==> config.mk <==
export PLATFORM = sky130hd
export DESIGN_NAME = mem_arbiter
export DESIGN_NICKNAME = d
export VERILOG_FILES = /design/src/rtl/mem_arbiter.sv
export SDC_FILE = /design/constraint.sdc
export NUM_CORES = 1
export LEC_CHECK = 0
export CAP_MARGIN = 20
export CORE_AREA = 2 2 126 128
export DETAILED_ROUTE_END_ITERATION = 10
export DIE_AREA = 0 0 128 130
export PLACE_DENSITY = 0.79
export SLEW_MARGIN = 20
export SYNTH_ARGS = -nofsm -noshare
export SYNTH_HDL_FRONTEND = slang
export SYNTH_SLANG_ARGS = --single-unit
==> constraint.sdc <==
create_clock -name clk -period 13.9 [get_ports clk]
set_input_delay 2.78 -clock clk [delete_from_list [all_inputs] [get_ports clk]]
set_output_delay 2.78 -clock clk [all_outputs]
set_load 0.05 [all_outputs]
==> src/rtl/mem_arbiter.sv <==
// Two-port round-robin arbiter and access sequencer for the unified
// instruction/data memory: core on port 0, loader/debug on port 1.
module mem_arbiter #(
    parameter int AW       = 32,
    parameter int DW       = 32,
    parameter int WAIT_MAX = 16
) (
    input  logic          clk,
    input  logic          reset,
    input  logic          req0,
    input  logic          we0,
    input  logic [AW-1:0] addr0,
    input  logic [DW-1:0] wdata0,
    output logic          ack0,
    output logic [DW-1:0] rdata0,
    input  logic          req1,
    input  logic          we1,
    input  logic [AW-1:0] addr1,
    input  logic [DW-1:0] wdata1,
    output logic          ack1,
    output logic [DW-1:0] rdata1,
    output logic          err,
    output logic          mem_en,
    output logic          mem_we,
    output logic [AW-1:0] mem_addr,
    output logic [DW-1:0] mem_wdata,
    input  logic [DW-1:0] mem_rdata,
    input  logic          mem_ready,
    output logic          owner,
    output logic          busy
);

    localparam int CW = (WAIT_MAX > 0) ? $clog2(WAIT_MAX + 1) : 1;
    localparam logic [CW-1:0] CNT_LAST = (WAIT_MAX > 0) ? CW'(WAIT_MAX - 1) : '0;

    typedef enum logic [1:0] {
        IDLE,
        BUSY,
        DONE
    } state_t;

    state_t        state;
    state_t        next_state;
    logic [CW-1:0] cnt;
    logic          win;
    logic          timeout;

    always_ff @(posedge clk or posedge reset) begin
        if (reset) state <= IDLE;
        else       state <= next_state;
    end

    // On a tie the port that was not granted last time wins.
    always_comb begin
        next_state = state;
        win        = 1'b0;
        timeout    = 1'b0;
        if (req0 && req1) win = ~owner;
        else              win = req1;
        timeout = (WAIT_MAX != 0) && (cnt == CNT_LAST);
        case (state)
            IDLE:    if (req0 || req1) next_state = BUSY;
            BUSY:    if (mem_ready || timeout) next_state = DONE;
            DONE:    next_state = IDLE;
            default: next_state = IDLE;
        endcase
    end

    assign busy = (state != IDLE);

    always_ff @(posedge clk or posedge reset) begin
        if (reset) begin
            mem_en    <= 1'b0;
            mem_we    <= 1'b0;
            mem_addr  <= '0;
            mem_wdata <= '0;
            ack0      <= 1'b0;
            ack1      <= 1'b0;
            err       <= 1'b0;
            rdata0    <= '0;
            rdata1    <= '0;
            owner     <= 1'b1;
            cnt       <= '0;
        end else begin
            case (state)
                IDLE: begin
                    if (req0 || req1) begin
                        mem_we    <= win ? we1 : we0;
                        mem_addr  <= win ? addr1 : addr0;
                        mem_wdata <= win ? wdata1 : wdata0;
                        owner     <= win;
                        mem_en    <= 1'b1;
                        cnt       <= '0;
                    end
                end
                BUSY: begin
                    // A ready in the last allowed cycle completes normally, not as a timeout.
                    if (mem_ready) begin
                        mem_en <= 1'b0;
                        if (!mem_we) begin
                            if (owner) rdata1 <= mem_rdata;
                            else       rdata0 <= mem_rdata;
                        end
                        ack0 <= ~owner;
                        ack1 <= owner;
                        err  <= 1'b0;
                    end else if (timeout) begin
                        mem_en <= 1'b0;
                        ack0   <= ~owner;
                        ack1   <= owner;
                        err    <= 1'b1;
                    end else begin
                        cnt <= cnt + 1'b1;
                    end
                end
                DONE: begin
                    ack0 <= 1'b0;
                    ack1 <= 1'b0;
                    err  <= 1'b0;
                end
                default: begin
                    mem_en <= 1'b0;
                end
            endcase
        end
    end

endmodule

Word level (Yosys, flattened, before mapping):

Index checks and enable logic that the tools add are counted.

* bits in read-only memories: 0
* logic and storage cells: 62
* register bits after elaboration: 141
* latch bits: 0
* memory bits (writable): 0
* input port bits: 167
* memories kept: 0

* bitwise operators: 3
* magnitude comparators: 0
* equality and inequality tests: 8
* muxes and demuxes: 24
* multiply operators: 0
* $add $sub $neg: 1
* divide/modulo/power cells: 0
* reductions and logical operators: 14
* shifts and indexed selects: 0

Operators with widths (number)
* two-way mux 32 bit: 2
* two-way mux 5 bit: 3
* AND reduction 4 bit: 3
* two-way mux 1 bit: 11
* one-hot mux 5 bit (2 select lines): 1
* != test 2 bit, second input constant: 4
* one-hot mux 1 bit (2 select lines): 3
* AND reduction 2 bit: 3
* nonzero test 2 bit: 3
* adder 5 x 1 -> 5 bit, second input constant: 1
* equality test 5 x 4 -> 1 bit, second input constant: 1
* two-way mux 2 bit: 2
* one-hot mux 2 bit (2 select lines): 1
* != test 3 bit, second input constant: 1
* NOT 1 bit: 3
* one-hot mux 1 bit (3 select lines): 1
* AND reduction 3 bit: 1
* equality test 2 x 1 -> 1 bit, second input constant: 1
* equality test 2 bit, second input constant: 1
* zero test 2 bit: 1
* logical OR 1 bit: 2
* logical AND 1 bit: 1

Longest topological paths before layout:

Gate-level depths: netlist of run 1.

* word-level depth: 4
* mapped depth: 7

Worst setup path after synthesis of run 1:

Ideal clock, no wire load.

* kind: input -> register
* start: input mem_ready
* end: register rdata0[0]
* path buffers: 2
* slack: 9.894 ns
* stages on the path: 5
* data arrival time: 3.881 ns
* cells stage by stage: buf_2 > and2b_1 > nor3b_4 > buf_6 > mux2_2

* longest elaborated chain between the ends: 1

Ends and longest elaborated chain
* from (decl): line 28 `input logic mem_ready,`
* AND reduction 4 bit (no line)
* to (signal assigned): line 102 `else rdata0 <= mem_rdata;`
* to (decl): line 15 `output logic [DW-1:0] rdata0,`

No other way between the ends.
A chain may end at the register's enable or synchronous reset.

Worst setup path in the final report of run 1:

* start: register state[1]
* end: output busy

* longest elaborated chain between the ends: 1

Ends and longest elaborated chain
* from (decl): line 42 `state_t state;`
* from (signal assigned): line 50 `else state <= next_state;`
* nonzero test 2 bit: line 69 `assign busy = (state != IDLE);`
* to (decl): line 30 `output logic busy`

No other way between the ends.

==> results.yml, run 1 <==
hold_path:
  min_from: "cnt[3]"
  min-delay-path-class: "flop to flop"
timing:
  timing.max_slew.rel_slack_pct: 38.7
  report.final.slew_viol_count: 0
  totalNegativeSetupSlack_ps: 0
  rsz0062_at_grt: "no"
  hold_slack_ps: 471
  share_of_the_clock_period_used_by_the_worst_path_after_layout_pct: 34.9
  fmaxAchievable_mhz: 206
  min_period_ps: 4850
  final.setup_skew_ps: 11.5
  report.final.setup_viol: 0
  finalWorstSetupSlack_ps: 9050
  hold_violations: 0
  timing_worst_slew_pin_value_ps: 919
critical_path:
  timing.setup.critical_path_class: "flop to output port"
  critical_path.reg2reg.startpoint: "cnt[0]"
  worstPathCellList: "nor2_4 > inv_1 > clkdlybuf4s50_1"
  timing.critical_path.buf_inv: 2
  critical_path.startpoint: "state[1]"
  crit_arrival_ps: 2070
  worst_setup_path_end_kind: "output port"
  cp.required_ps: 11120
  critPathLaunchType: "flop"
  critPathMaxFanout: 13
  cp_top_family: "buffers and inverters"
  r2r_slack_ps: 11780
  critical-path-slowest-cell: "clkdlybuf4s50_1"
  cp_slowest_stage_delay_ps: 870
placement:
  globalplace.congestion: 0.748
  placed_area_um2: 9170
  placement.setup.worst_slack_ps: 8910
  dp_hpwl_mm: 12.6
  portBuffers: 301
synthesis:
  yosysTopAreaCell: "dfrtp_1"
  synth_nets: 729
  asyncSetResetFlopFracSynth_pct: 100
  synth-edff-count: 0
  ys_warn_count: 0
  ranking_of_synthesized_cells_by_instance_count: "dfrtp_1 (140), nand2_1 (133), a21oi_1 (69)"
  synth_area_um2: 6050
  synth-seq-area-share_pct: 58.4
  yosysUniqueCellTypes: 34
  synth_ff_type: "dfrtp_1"
  post_synth.cell_area_avg_um2: 10.8
  largest_cells_by_area_after_synthesis: "dfrtp_1 (58%), mux2_2 (11%), nand2_1 (8.3%)"
  yosys.cell_count.top_type: "dfrtp_1"
  cell_count_after_synthesis: 560
  yosys_register_bits: 141
  yosys.area.top_type_share_pct: 57.9
global_routing:
  fraction_of_met2_tracks_used_by_global_routing_pct: 35.1
  grt_start_max_net_pins: 76
  number_of_antenna_violations_at_the_first_check_in_global_routing: 0
  grt.met1_usage_pct: 25.9
  global_route_wire_length_before_repair_mm: 27.5
  busiest_layer_in_global_routing: "met2"
  grt.met3_usage_pct: 9.51
  first_global_vias: 5167
  globalRouteOverflowTotal: 0
  grt.total_usage_pct: 21.4
layout:
  drive_gt1_share_pct: 12.5
  multiInputGateArea_um2: 2280
  filler_cell_count: 1220
  finish.net_count: 1012
  final_non_filler_cell_area_um2: 9780
  layout_overhead_on_the_synthesized_area_pct: 61.7
  layout.area.seq_um2: 3530
  insertedDiodeCount: 0
power:
  power.density_cell_area_nw_per_um2: 280
  power.combinational.fraction_pct: 56.3
  netSwitchingFraction_pct: 47.7
  intPower_uw: 1430
  vdd_drop_max_uv: 158
  power.share.clock_pct: 16.9
  power.sequential.fraction_pct: 26.8
  total_leakage_power_uw: 0.00408
  power.switching_uw: 1300
clocking:
  cts.repair_timing.setup_buffer_count: 0
  cts_repair_resize_count: 0
  clock_insertion_delay_worst_skew_ps: 410
  clock_tree.root_cell: "clkbuf_16"
  cts_tree: "yes"
  cts.reportedPaths.clkPinSlew_ps: 60
  postCtsHoldBufs: 0
  cts_inserted_buffers: 17
  cts.sink_count: 141
  cts_htree_levels: 4
  cts_buffer_depth: 2
routing:
  detailed_routing_iterations_pass_1: 4
  final_antenna_net_count: 0
  detail_route.drc_violations: 0
  routed-via-count: 5380
  wl_per_cell_um: 17.1
  vias_per_cell: 5.13
  drt_iter0_drc: 285
  totalWireLength_mm: 17.9
floorplan:
  design.die.area_um2: 16600
  io_pins: 302
  core.rowCount: 46
  die_width_um: 128
  starting_density_of_the_core_pct: 39.2
  core_region_area_um2: 15400
  die_h_um: 130
flow_run:
  drv.max_cap_violation_count: 0
run_status:
  status: "finished clean"
## worst reg2reg max path: stages (launching register included)
cell,delay [ps]
dfrtp_1,410
ha_1,230
and3_1,190
ha_1,250
nor4b_1,520
a21oi_1,160
inv_1,160
o22ai_1,90
## layout make-up
cell class / instances / area share, %
sequential: 141 / 36.1
timing repair buffer: 309 / 31.6
multi-input combinational: 368 / 23.3
clock buffer: 19 / 4.53
tap: 192 / 2.46
clock inverter: 13 / 1.66
inverter: 6 / 0.282
## cell families after synthesis
| family | synth area share [%] |
|---|---|
| mux | 12.3 |
| fa+ha+maj | 0.414 |
| flops | 58.4 |
| compound gates | 14.4 |
| buf+inv | 4.26 |
| simple gates | 10.3 |
## metal layers
layer  vias up  share of wire (%)  wire [µm]
met3        17                 10       1790
met1      2574                 40       7100
met5         -                  0          0
met4         0                1.4        252
met2       244                 49       8740
li1       2545                  -          -
## metrics by stage
stage | utilization [%] | std cells | total power (µW)
2_1_floorplan | - | 560 | 1740
6_report | 63.4 | 1048 | 2730
5_1_grt | 63.4 | 1048 | 2860
4_1_cts | 63.4 | 1048 | 2760
3_5_place_dp | 59.5 | 1016 | 2290
3_3_place_gp | 59.3 | 1015 | 2260
## cells in the final DEF, fill, tap and decap left out, drive strengths merged, types with 3 or more instances in the layout
cell and n:
a21oi 69, a22o 4, a31oi 66, buf 8
bufinv 3, clkbuf 19, clkdlybuf4s50 301, clkinv 5
clkinvlp 3, dfrtp 140, inv 8, mux2 64
nand2 133, nor2 6, o21ai 4
## path summary, 6_finish.rpt
check                                      to  cells after the start
worst max-delay path                     busy                      3
worst min-delay path                   cnt[3]                      1
worst max register to register         cnt[4]                      7
worst min register to register         cnt[3]                      1
max in group asynchronous        mem_addr[31]                      3
min in group asynchronous       mem_wdata[14]                      2
## registers in the layout, indices dropped and copies added, names as in the netlist
| name | count |
|---|---|
| mem_addr | 32 |
| mem_wdata | 32 |
| rdata0 | 32 |
| rdata1 | 32 |
| cnt | 5 |
| state | 2 |
| ack0 | 1 |
| ack1 | 1 |
| err | 1 |
| mem_en | 1 |
| mem_we | 1 |
| owner | 1 |
## power groups by stage
stage | Combinational (µW) | Sequential, µW | Clock, µW
finish | 1540 | 732 | 461
CTS | 1550 | 735 | 472
global placement | 1530 | 730 | 0
floorplan | 349 | 1390 | 0
detailed placement | 1550 | 738 | 0
global route | 1620 | 757 | 491
Power figures use the tool's default switching activity.
==> run 2, diff against run 1 <==
==> constraint.sdc (replaced) <==
create_clock -name clk -period 5.1 [get_ports clk]
set_input_delay 1.02 -clock clk [delete_from_list [all_inputs] [get_ports clk]]
set_output_delay 1.02 -clock clk [all_outputs]
set_load 0.05 [all_outputs]
==> results.yml, run 2 (synthesis gave the netlist of run 1 again) <==
clocking:
  cts.repair_timing.setup_buffer_count: 0
  cts_tree: "yes"
  clock_insertion_delay_worst_skew_ps: 410
  cts.reportedPaths.clkPinSlew_ps: 60
  postCtsHoldBufs: 0
  clock_tree.root_cell: "clkbuf_16"
  cts_repair_resize_count: 0
  cts.sink_count: 141
  cts_htree_levels: 4
  cts_buffer_depth: 2
  cts_inserted_buffers: 17
layout:
  filler_cell_count: 1240
  layout.area.seq_um2: 3530
  insertedDiodeCount: 0
  most-common-layout-cells: "clkdlybuf4s50_1 (301), dfrtp_1 (140), nand2_1 (133)"
  post-route-util_pct: 63.4
  final_common_cell: "clkdlybuf4s50_1"
  drive_gt1_share_pct: 12.4
  layout_overhead_on_the_synthesized_area_pct: 61.7
  final_non_filler_cell_area_um2: 9780
  multiInputGateArea_um2: 2280
  finish.net_count: 1013
floorplan:
  design.die.area_um2: 16600
  core.rowCount: 46
  core_region_area_um2: 15400
  die_h_um: 130
  die_width_um: 128
  io_pins: 302
  starting_density_of_the_core_pct: 39.2
global_routing:
  first_global_vias: 5277
  number_of_antenna_violations_at_the_first_check_in_global_routing: 0
  globalRouteOverflowTotal: 0
  global_route_wire_length_before_repair_mm: 28.3
  grt_start_max_net_pins: 77
  grt.total_usage_pct: 22.1
  busiest_layer_in_global_routing: "met2"
  grt.met3_usage_pct: 8.16
  grt.met1_usage_pct: 27.3
  fraction_of_met2_tracks_used_by_global_routing_pct: 35.7
hold_path:
  min_path_cells: 1
  min_from: "cnt[3]"
  hold-path-endpoint: "cnt[3]"
  min-delay-path-class: "flop to flop"
power:
  power.sequential.fraction_pct: 26.7
  power.switching_uw: 3550
  vdd_drop_max_uv: 393
  power.share.clock_pct: 17.4
  total_leakage_power_uw: 0.00408
  power.combinational.fraction_pct: 55.9
  power.density_cell_area_nw_per_um2: 767
  report.power.total_uw: 7500
  intPower_uw: 3950
  netSwitchingFraction_pct: 47.3
routing:
  drt_iter0_drc: 269
  final_antenna_net_count: 0
  detailed_routing_iterations_pass_1: 4
  wl_per_cell_um: 17.5
  routed-via-count: 5359
  totalWireLength_mm: 18.3
  detail_route.drc_violations: 0
  vias_per_cell: 5.12
timing:
  report.final.slew_viol_count: 0
  totalNegativeSetupSlack_ps: 0
  timing.max_slew.rel_slack_pct: 32.4
  finalWorstSetupSlack_ps: 1990
  rsz0062_at_grt: "no"
  timing_worst_slew_pin_value_ps: 1010
  min_period_ps: 3110
  report.final.setup_viol: 0
  hold_violations: 0
  fmaxAchievable_mhz: 322
  share_of_the_clock_period_used_by_the_worst_path_after_layout_pct: 60.9
  final.setup_skew_ps: 11.2
critical_path:
  cp.required_ps: 4080
  timing.setup.critical_path_class: "flop to output port"
  r2r_slack_ps: 2860
  crit_arrival_ps: 2090
  critPathMaxFanout: 13
  critPathLaunchType: "flop"
  critical_path.startpoint: "state[1]"
  number_of_cells_on_the_worst_reg_to_reg_path: 5
  worst_setup_path_end_kind: "output port"
  critical_path.reg2reg.startpoint: "state[1]"
  r2r-end: "mem_addr[26]"
placement:
  portBuffers: 301
  placed_area_um2: 9160
  dp_hpwl_mm: 12.9
  placement.setup.worst_slack_ps: 1850
  globalplace.congestion: 0.796
flow_run:
  drv.max_cap_violation_count: 0
run_status:
  status: "finished clean"
-- run 2: layer usage --
layer | wire length [µm] | share of wire, %
met5 | 0 | 0
met4 | 471 | 2.6
met3 | 1620 | 8.8
met2 | 8800 | 48
met1 | 7450 | 41
-- run 2: layout make-up --
type,instances,area share [%]
Timing Repair Buffer,310,31.5
Tap cell,192,2.46
Sequential cell,141,36.1
Multi-Input combinational cell,368,23.3
Clock inverter,10,1.69
Clock buffer,19,4.63
Inverter,6,0.282
-- run 2: power by group through the flow --
stage	combinational [µW]	sequential, µW	clock, µW
after detailed placement	4220	2010	0
final	4190	2000	1300
after CTS	4220	2010	1330
after floorplan	952	3790	0
after global routing	4400	2080	1380
after global placement	4180	1990	0
-- run 2: critical path, stage by stage, from the launching register on --
cell and delay, ps:
dfrtp_1 580, nor2_4 70, inv_1 150, clkdlybuf4s50_1 880
-- run 2: per-stage QoR --
step | std cells | hold slack, ps
6_report | 1046 | 470
5_1_grt | 1046 | 494
4_1_cts | 1046 | 473
3_5_place_dp | 1017 | 465
3_3_place_gp | 1017 | 457
2_1_floorplan | 560 | 431
-- run 2: worst max path at each step --
stage                    end  cells after the start
6_report                busy                      3
5_1_grt                 busy                      3
4_1_cts                 busy                      3
3_5_place_dp   mem_wdata[16]                      5
3_3_place_gp     mem_addr[0]                      5
2_1_floorplan           ack0                      1
